`config.mk`:
```
export PLATFORM = sky130hd
export DESIGN_NAME = mod_dec_addroundkey
export DESIGN_NICKNAME = d
export VERILOG_FILES = /design/src/rtl/mod_dec_addroundkey.sv
export SDC_FILE = /design/constraint.sdc
export NUM_CORES = 2
export LEC_CHECK = 0
export BUFFER_PORTS_ARGS = -buffer_cell sky130_fd_sc_hd__buf_2
export CAP_MARGIN = 20
export CORE_ASPECT_RATIO = 1.1
export CORE_MARGIN = 5
export CORE_UTILIZATION = 40
export CTS_CLUSTER_SIZE = 12
export DETAILED_ROUTE_END_ITERATION = 12
export GPL_ROUTABILITY_DRIVEN = 0
export SETUP_SLACK_MARGIN = 0.5
export SYNTH_ARGS = -nofsm -noshare
export SYNTH_HDL_FRONTEND = slang
export SYNTH_SLANG_ARGS = --single-unit
```
`constraint.sdc`:
```
create_clock -name clk -period 13.52 [get_ports clk]
set_clock_uncertainty 0.15 [all_clocks]
set_input_delay 2.704 -clock clk [delete_from_list [all_inputs] [get_ports clk]]
set_output_delay 2.704 -clock clk [all_outputs]
set_load 0.02 [all_outputs]
```
`src/rtl/mod_dec_addroundkey.sv`:
```
// ---------------------------------------------------------------------------
// mod_dec_addroundkey
//   Decryption-side AddRoundKey stage of the AES-256 core. Captures the 15
//   round keys produced by key expansion (k0 first, k14 last), then XORs them
//   in reverse order (k14 down to k0) into the states coming from the inverse
//   round datapath. A single output register gives full-throughput flow.
//
//   Optional build macro: DEC_ARK_ERR_EN adds a sticky protocol error flag.
//
// Ports
//   clk               clock
//   resetn            synchronous reset, active-high
//   key_flush         discard stored keys, return to key loading
//   key_valid/key_in  round key input (byte i = key_in[8*i +: 8])
//   key_ready         high while loading keys
//   keys_loaded       all NK keys stored
//   inp_valid_addRK / inp_addRK / inp_ready_addRK      state input handshake
//   outp_valid_addRK / outp_addRK / outp_ready_addRK   state output handshake
//   round_addRK       index of key applied to the current output
//   last_round_addRK  output is plaintext (key k0 applied)
//   err_addRK         (DEC_ARK_ERR_EN only) sticky protocol violation flag
// ---------------------------------------------------------------------------
module mod_dec_addroundkey #(
  parameter int N  = 16,
  parameter int NK = 15,
  parameter int KW = 128
) (
  input  logic               clk,
  input  logic               resetn,
  input  logic               key_flush,
  input  logic               key_valid,
  input  logic [KW-1:0]      key_in,
  output logic               key_ready,
  output logic               keys_loaded,
  input  logic               inp_valid_addRK,
  input  logic [N-1:0][7:0]  inp_addRK,
  output logic               inp_ready_addRK,
  output logic               outp_valid_addRK,
  output logic [N-1:0][7:0]  outp_addRK,
  input  logic               outp_ready_addRK,
  output logic [3:0]         round_addRK,
  output logic               last_round_addRK
`ifdef DEC_ARK_ERR_EN
  ,
  output logic               err_addRK
`endif
);

  typedef enum logic [0:0] {LOAD = 1'b0, RUN = 1'b1} state_t;

  localparam logic [3:0] LAST_IDX = 4'(NK - 1);

  state_t              state_r, state_next_s;
  logic [3:0]          wr_ptr_r;
  logic [3:0]          rd_ptr_r;
  logic [KW-1:0]       key_mem_r [NK];
  logic                keys_loaded_r;
  logic                outp_valid_r;
  logic [N-1:0][7:0]   outp_data_r;
  logic [3:0]          round_r;
  logic                last_r;

  logic                key_wr_s;
  logic                inp_ready_s;
  logic                in_xfer_s;
  logic                out_xfer_s;
  logic [KW-1:0]       key_sel_s;
  logic [N-1:0][7:0]   xor_data_s;

  // Handshake decode: a single output register can take a new state whenever
  // it is empty or being drained in the same cycle.
  always_comb begin
    inp_ready_s = (state_r == RUN) && (!outp_valid_r || outp_ready_addRK);
    in_xfer_s   = inp_valid_addRK && inp_ready_s;
    out_xfer_s  = outp_valid_r && outp_ready_addRK;
  end

  // Next-state logic; keys are only written while loading.
  always_comb begin
    state_next_s = state_r;
    key_wr_s     = 1'b0;
    case (state_r)
      LOAD: begin
        key_wr_s = key_valid;
        if (key_valid && (wr_ptr_r == LAST_IDX)) begin
          state_next_s = RUN;
        end else begin
          state_next_s = LOAD;
        end
      end
      RUN: begin
        state_next_s = RUN;
      end
      default: begin
        state_next_s = LOAD;
      end
    endcase
  end

  // Round key selection and bytewise XOR with the incoming state.
  always_comb begin
    key_sel_s  = key_mem_r[rd_ptr_r];
    xor_data_s = '0;
    for (int i = 0; i < N; i++) begin
      xor_data_s[i] = inp_addRK[i] ^ key_sel_s[8*i +: 8];
    end
  end

  // State register; flush returns to key loading.
  always_ff @(posedge clk) begin
    if (resetn) begin
      state_r <= LOAD;
    end else if (key_flush) begin
      state_r <= LOAD;
    end else begin
      state_r <= state_next_s;
    end
  end

  // Key storage; contents are irrelevant until fully reloaded, so no reset.
  always_ff @(posedge clk) begin
    if (!key_flush && key_wr_s) begin
      key_mem_r[wr_ptr_r] <= key_in;
    end
  end

  // Write/read pointers and the keys_loaded flag.
  always_ff @(posedge clk) begin
    if (resetn || key_flush) begin
      wr_ptr_r      <= 4'd0;
      rd_ptr_r      <= LAST_IDX;
      keys_loaded_r <= 1'b0;
    end else begin
      if (key_wr_s) begin
        wr_ptr_r <= (wr_ptr_r == LAST_IDX) ? 4'd0 : (wr_ptr_r + 4'd1);
        if (wr_ptr_r == LAST_IDX) begin
          keys_loaded_r <= 1'b1;
        end
      end
      // Wrap to k14 after k0 so the next block restarts the key schedule.
      if (in_xfer_s) begin
        rd_ptr_r <= (rd_ptr_r == 4'd0) ? LAST_IDX : (rd_ptr_r - 4'd1);
      end
    end
  end

  // Output register: load on input transfer (replaces a draining result with
  // no bubble), clear on a bare output transfer, otherwise hold.
  always_ff @(posedge clk) begin
    if (resetn || key_flush) begin
      outp_valid_r <= 1'b0;
      outp_data_r  <= '0;
      round_r      <= 4'd0;
      last_r       <= 1'b0;
    end else if (in_xfer_s) begin
      outp_valid_r <= 1'b1;
      outp_data_r  <= xor_data_s;
      round_r      <= rd_ptr_r;
      last_r       <= (rd_ptr_r == 4'd0);
    end else if (out_xfer_s) begin
      outp_valid_r <= 1'b0;
      last_r       <= 1'b0;
    end
  end

`ifdef DEC_ARK_ERR_EN
  logic err_r;
  logic viol_s;

  // Protocol violation: state offered while loading, or key offered while running.
  always_comb begin
    viol_s = ((state_r == LOAD) && inp_valid_addRK) ||
             ((state_r == RUN) && key_valid);
  end

  // Sticky error flag, cleared by reset or flush.
  always_ff @(posedge clk) begin
    if (resetn || key_flush) begin
      err_r <= 1'b0;
    end else if (viol_s) begin
      err_r <= 1'b1;
    end
  end

  assign err_addRK = err_r;
`endif

  assign key_ready        = (state_r == LOAD);
  assign keys_loaded      = keys_loaded_r;
  assign inp_ready_addRK  = inp_ready_s;
  assign outp_valid_addRK = outp_valid_r;
  assign outp_addRK       = outp_data_r;
  assign round_addRK      = round_r;
  assign last_round_addRK = last_r;

endmodule

```
==> After elaboration in Yosys (flattened, before gate mapping) <==
Memories as Yosys holds them, arrays and structs flattened. A register that Yosys moved wholly into a read port is not among the register bits.
Index checks and enable logic that the tools add are counted.
{ "classes": {"reduce_logical": 13, "bitwise": 17, "mux": 12, "addsub": 2, "n_eq_ne": 1} }
{ "op_table": {"columns": ["operator", "n"], "rows": [
  ["$xor 8x8->8", 16],
  ["$mux 4", 4],
  ["$mux 1", 7],
  ["$logic_and 1x1->1", 5],
  ["$add 4x1->4 const B", 1],
  ["$eq 4x4->1 const B", 1],
  ["$logic_not 4->1", 1],
  ["$sub 4x1->4 const B", 1],
  ["$logic_not 1->1", 2],
  ["$logic_or 1x1->1", 2],
  ["$pmux 1 s2", 1],
  ["$reduce_and 2->1", 1],
  ["$reduce_bool 2->1", 1],
  ["$reduce_or 2->1", 1],
  ["$not 1->1", 1]
]} }
{ "word_totals": {"reg_bits": 144, "mem_count": 1, "out_inout_bits": 137, "mem_bits_rw": 1920, "word_cells": 69, "input_bits": 262} }
{ "mem_list": {"columns": ["name", "words", "width", "read_ports", "rd_clocked_by_memory_dff", "wr", "line", "source"], "rows": [
  ["key_mem_r", 15, 128, 1, 1, 1, "56", "logic [KW-1:0] key_mem_r [NK];"]
]} }

==> Logic depth before layout (Yosys ltp) <==
{ "logic_depth": {"word_depth": 6, "ltp_mapped": 9, "depth_no_buf": 6} }

==> Worst setup path after synthesis <==
Ideal clock, no wire load.
{ "synth_timing": {"path_kind": "input to register", "startpoint": "input port key_valid", "endpoint": "memory key_mem_r[7][0], enable pin", "setup_ns": 0.798, "required_ns": 12.572, "n_path_buf": 0, "cell_stages": 4, "setup_slack_ns": 0.084, "t_arrival_ns": 12.488, "path_cell_list": "nand2_1 > nor2_1 > nand3_1 > nor3b_1"} }
{ "synth_between": {"elab_chain_cells": 4} }
{ "synth_lines": {"columns": ["element", "line", "source"], "rows": [
  ["start: declaration", "31", "input logic key_valid,"],
  ["$mux 1", "82", "case (state_r)"],
  ["$logic_and 1x1->1", "122", "if (!key_flush && key_wr_s) begin"],
  ["$mux 1", "122", null],
  ["$mux 1 (implied by the code)", "123", "key_mem_r[wr_ptr_r] <= key_in;"],
  ["end: declaration", "56", null]
]} }
Every way passes these cells.

==> Final worst setup path <==
{ "layout_timing": {"startpoint": "input port outp_ready_addRK", "endpoint": "output port inp_ready_addRK"} }
{ "layout_between": {"elab_chain_cells": 2} }
{ "layout_lines": {"columns": ["element", "line", "source"], "rows": [
  ["start: declaration", "40", "input logic outp_ready_addRK,"],
  ["$logic_or 1x1->1", "73", "inp_ready_s = (state_r == RUN) && (!outp_valid_r || outp_ready_addRK);"],
  ["$logic_and 1x1->1", "73", null],
  ["end: declaration", "37", "output logic inp_ready_addRK,"]
]} }
Every way passes these cells.

==> flow_summary.toml <==
[synthesis]
ys_seq_elements = 2068
ys_types = 41
async_flop_share = 0
synth_ff_type = "edfxtp_1"
yosys-top-cells-count = "edfxtp_1, mux2i_1, mux4_2"
synthCells = 4437
synth.avg_cell_area_um2 = 18.32
netlist_area_mm2 = 0.08127
synthTopCellsByArea = "edfxtp_1, mux4_2, mux2i_1, dfxtp_1, mux2_2"
synth_edf_count = 1920
yosysMostFrequentCell = "edfxtp_1"
synth_nets = 4700
ys_seq_area_frac = 0.7459
synth.top_cell.area_share = 0.7094
yosysTopAreaCell = "edfxtp_1"
yosysWarnings = 0

[cells_and_area]
multi_input_area_mm2 = 0.01930
layout.cells.non_filler = 7761
nNetsFinal = 5107
fill_cells = 17331
utilization = 0.4590
layout-drive-gt1-share = 0.2322
regArea_mm2 = 0.06063
area_delta_synth_final_pct = 14.19
fin_area_mm2 = 0.09280

[sta]
fmax_mhz = 159.8
setup_ws_ns = 7.261
whs_ns = 0.3427
slew_violations = 0
setup_viol_count_final = 0
fin_crit_ns = 6.259
rsz0062_at_grt = "no"
tns_ns = 0
worst_slew_pin_slew_ns = 1.143
finalHoldViolCount = 0
maxSlewHeadroom = 0.2383
finalCritPeriodShare = 0.4630

[clocking]
cts_buffers = 208
hold_buffers = 0
cts_setup_buffers = 0
clk-insertion-delay-late_ns = 0.85
clock_path_buffers = 3
htree_levels = 4
cts_resized = 0
cts_tree = "built"
cts-root-buf = "clkbuf_16"
clk_pin_slew_worst_paths_ns = 0.07
cts_num_sinks = 2068

[power_and_ir_drop]
total_power_mw = 12.75
p_leak_nw = 31.40
power.density_mw_per_mm2 = 137.4
ir_worst_vdd_mv = 0.1190

[drt]
vias_per_cell = 5.626
vias = 43661
drtIter0Drc = 3624
wire_per_inst_um = 27.43
drt-total-wl_mm = 212.8
ant_nets = 0
drc_errors = 0
firstDrtPassIters = 6

[die]
ios = 399
die_w_um = 439.8
dieArea_mm2 = 0.2123
core-area_mm2 = 0.2022
std_cell_rows = 173
fp.dieH_um = 482.8
start_util = 0.4020

[setup_path]
cp.required_ns = 10.67
crit_arrival_ns = 3.41
worstSetupEndpointType = "output pin"
critPathKind = "in2out"
crit_fanout = 6
startpoint_type = "primary input"

[placement]
post-dp-hpwl_mm = 116.4
dp.cells = 7346
place_area_mm2 = 0.08615
io_buffers = 398
place_ws_ns = 6.953

[global_routing]
grt_max_degree = 127
antenna_found_initial = 74
grt.overflow.total = 0
grt_use_total = 0.1975
first_global_vias = 43952
grt_pass1_wl_mm = 307.2

[status]
outcome = "finished clean"

[hold_path]
hp-class = "reg2reg"

[flow_run]
drv_cap = 0
==> flip-flops by register name, indices dropped and copies added (netlist names), named ones only <==
register          count
outp_addRK          128
state_r               1
keys_loaded           1
key_mem_r          1920
rd_ptr_r              4
wr_ptr_r              4
outp_valid_addRK      1
round_addRK           4
last_round_addRK      1
==> cells in the final DEF (no fill, tap or decap), types with 11 or more instances in the layout <==
cell type  instances
edfxtp_1        1920
mux2i_1          444
buf_2            398
mux4_2           256
clkbuf_16        212
o21ai_0          177
a21oi_1          151
nand3_1          150
dfxtp_1          144
o221ai_1         128
mux2_2           109
clkbuf_1         103
nand2_1           98
nand2b_1          91
or3_1             87
buf_4             79
o211ai_1          77
o22ai_1           53
a221o_1           53
nor3_1            43
nor2_1            40
xnor2_1           34
o2111ai_1         34
diode_2           27
clkbuf_8          23
clkinv_2          19
buf_12            11
==> power by group <==
group / total (mW) / internal [mW] / switching, mW
Clock: 5.55 / 3.16 / 2.39
Combinational: 0.186 / 0.0490 / 0.137
Sequential: 7.02 / 7.01 / 0.00558
==> logic make-up after synthesis <==
kind of cell	Yosys count	synth area share
simple gates	552	0.03492
mux	809	0.1407
flops	2068	0.7459
fa+ha+maj	1	0.0001539
compound gates	677	0.05575
xor+xnor	35	0.003772
buf+inv	295	0.01880
==> worst max-delay path, stage by stage <==
cell and delay (ns):
buf_2 0.10, nand2b_1 0.24, and2_1 0.21, buf_2 0.15
==> cell type report <==
class | instances | share of cell area
flip-flops and latches | 2068 | 0.6534
diodes | 27 | 0.0007281
clock buffers | 338 | 0.06474
inverters | 4 | 0.0001753
clock inverters | 50 | 0.006243
repair buffers | 488 | 0.03023
well taps | 2712 | 0.03657
multi-input cells | 2074 | 0.2079
==> path summary, 6_finish.rpt <==
kind / from / to / slack [ns] / depth (start not counted)
hold reg to reg: round_addRK[3]$_SDFFE_PP0P_ / round_addRK[3]$_SDFFE_PP0P_ / 0.34 / 2
setup / recovery: outp_ready_addRK / inp_ready_addRK / 7.26 / 4
hold / removal: round_addRK[3]$_SDFFE_PP0P_ / round_addRK[3]$_SDFFE_PP0P_ / 0.34 / 2
setup reg to reg: register / outp_addRK[16]$_SDFFE_PP0P_ / 8.65 / 8
==> metal layers <==
| metal | GRT usage | share of wire |
|---|---|---|
| met5 | 0 | 0.0014 |
| met2 | 0.3304 | 0.49 |
| met1 | 0.2567 | 0.41 |
| met4 | 0.06437 | 0.030 |
| met3 | 0.04549 | 0.070 |
(Power assumes the default switching activity.)
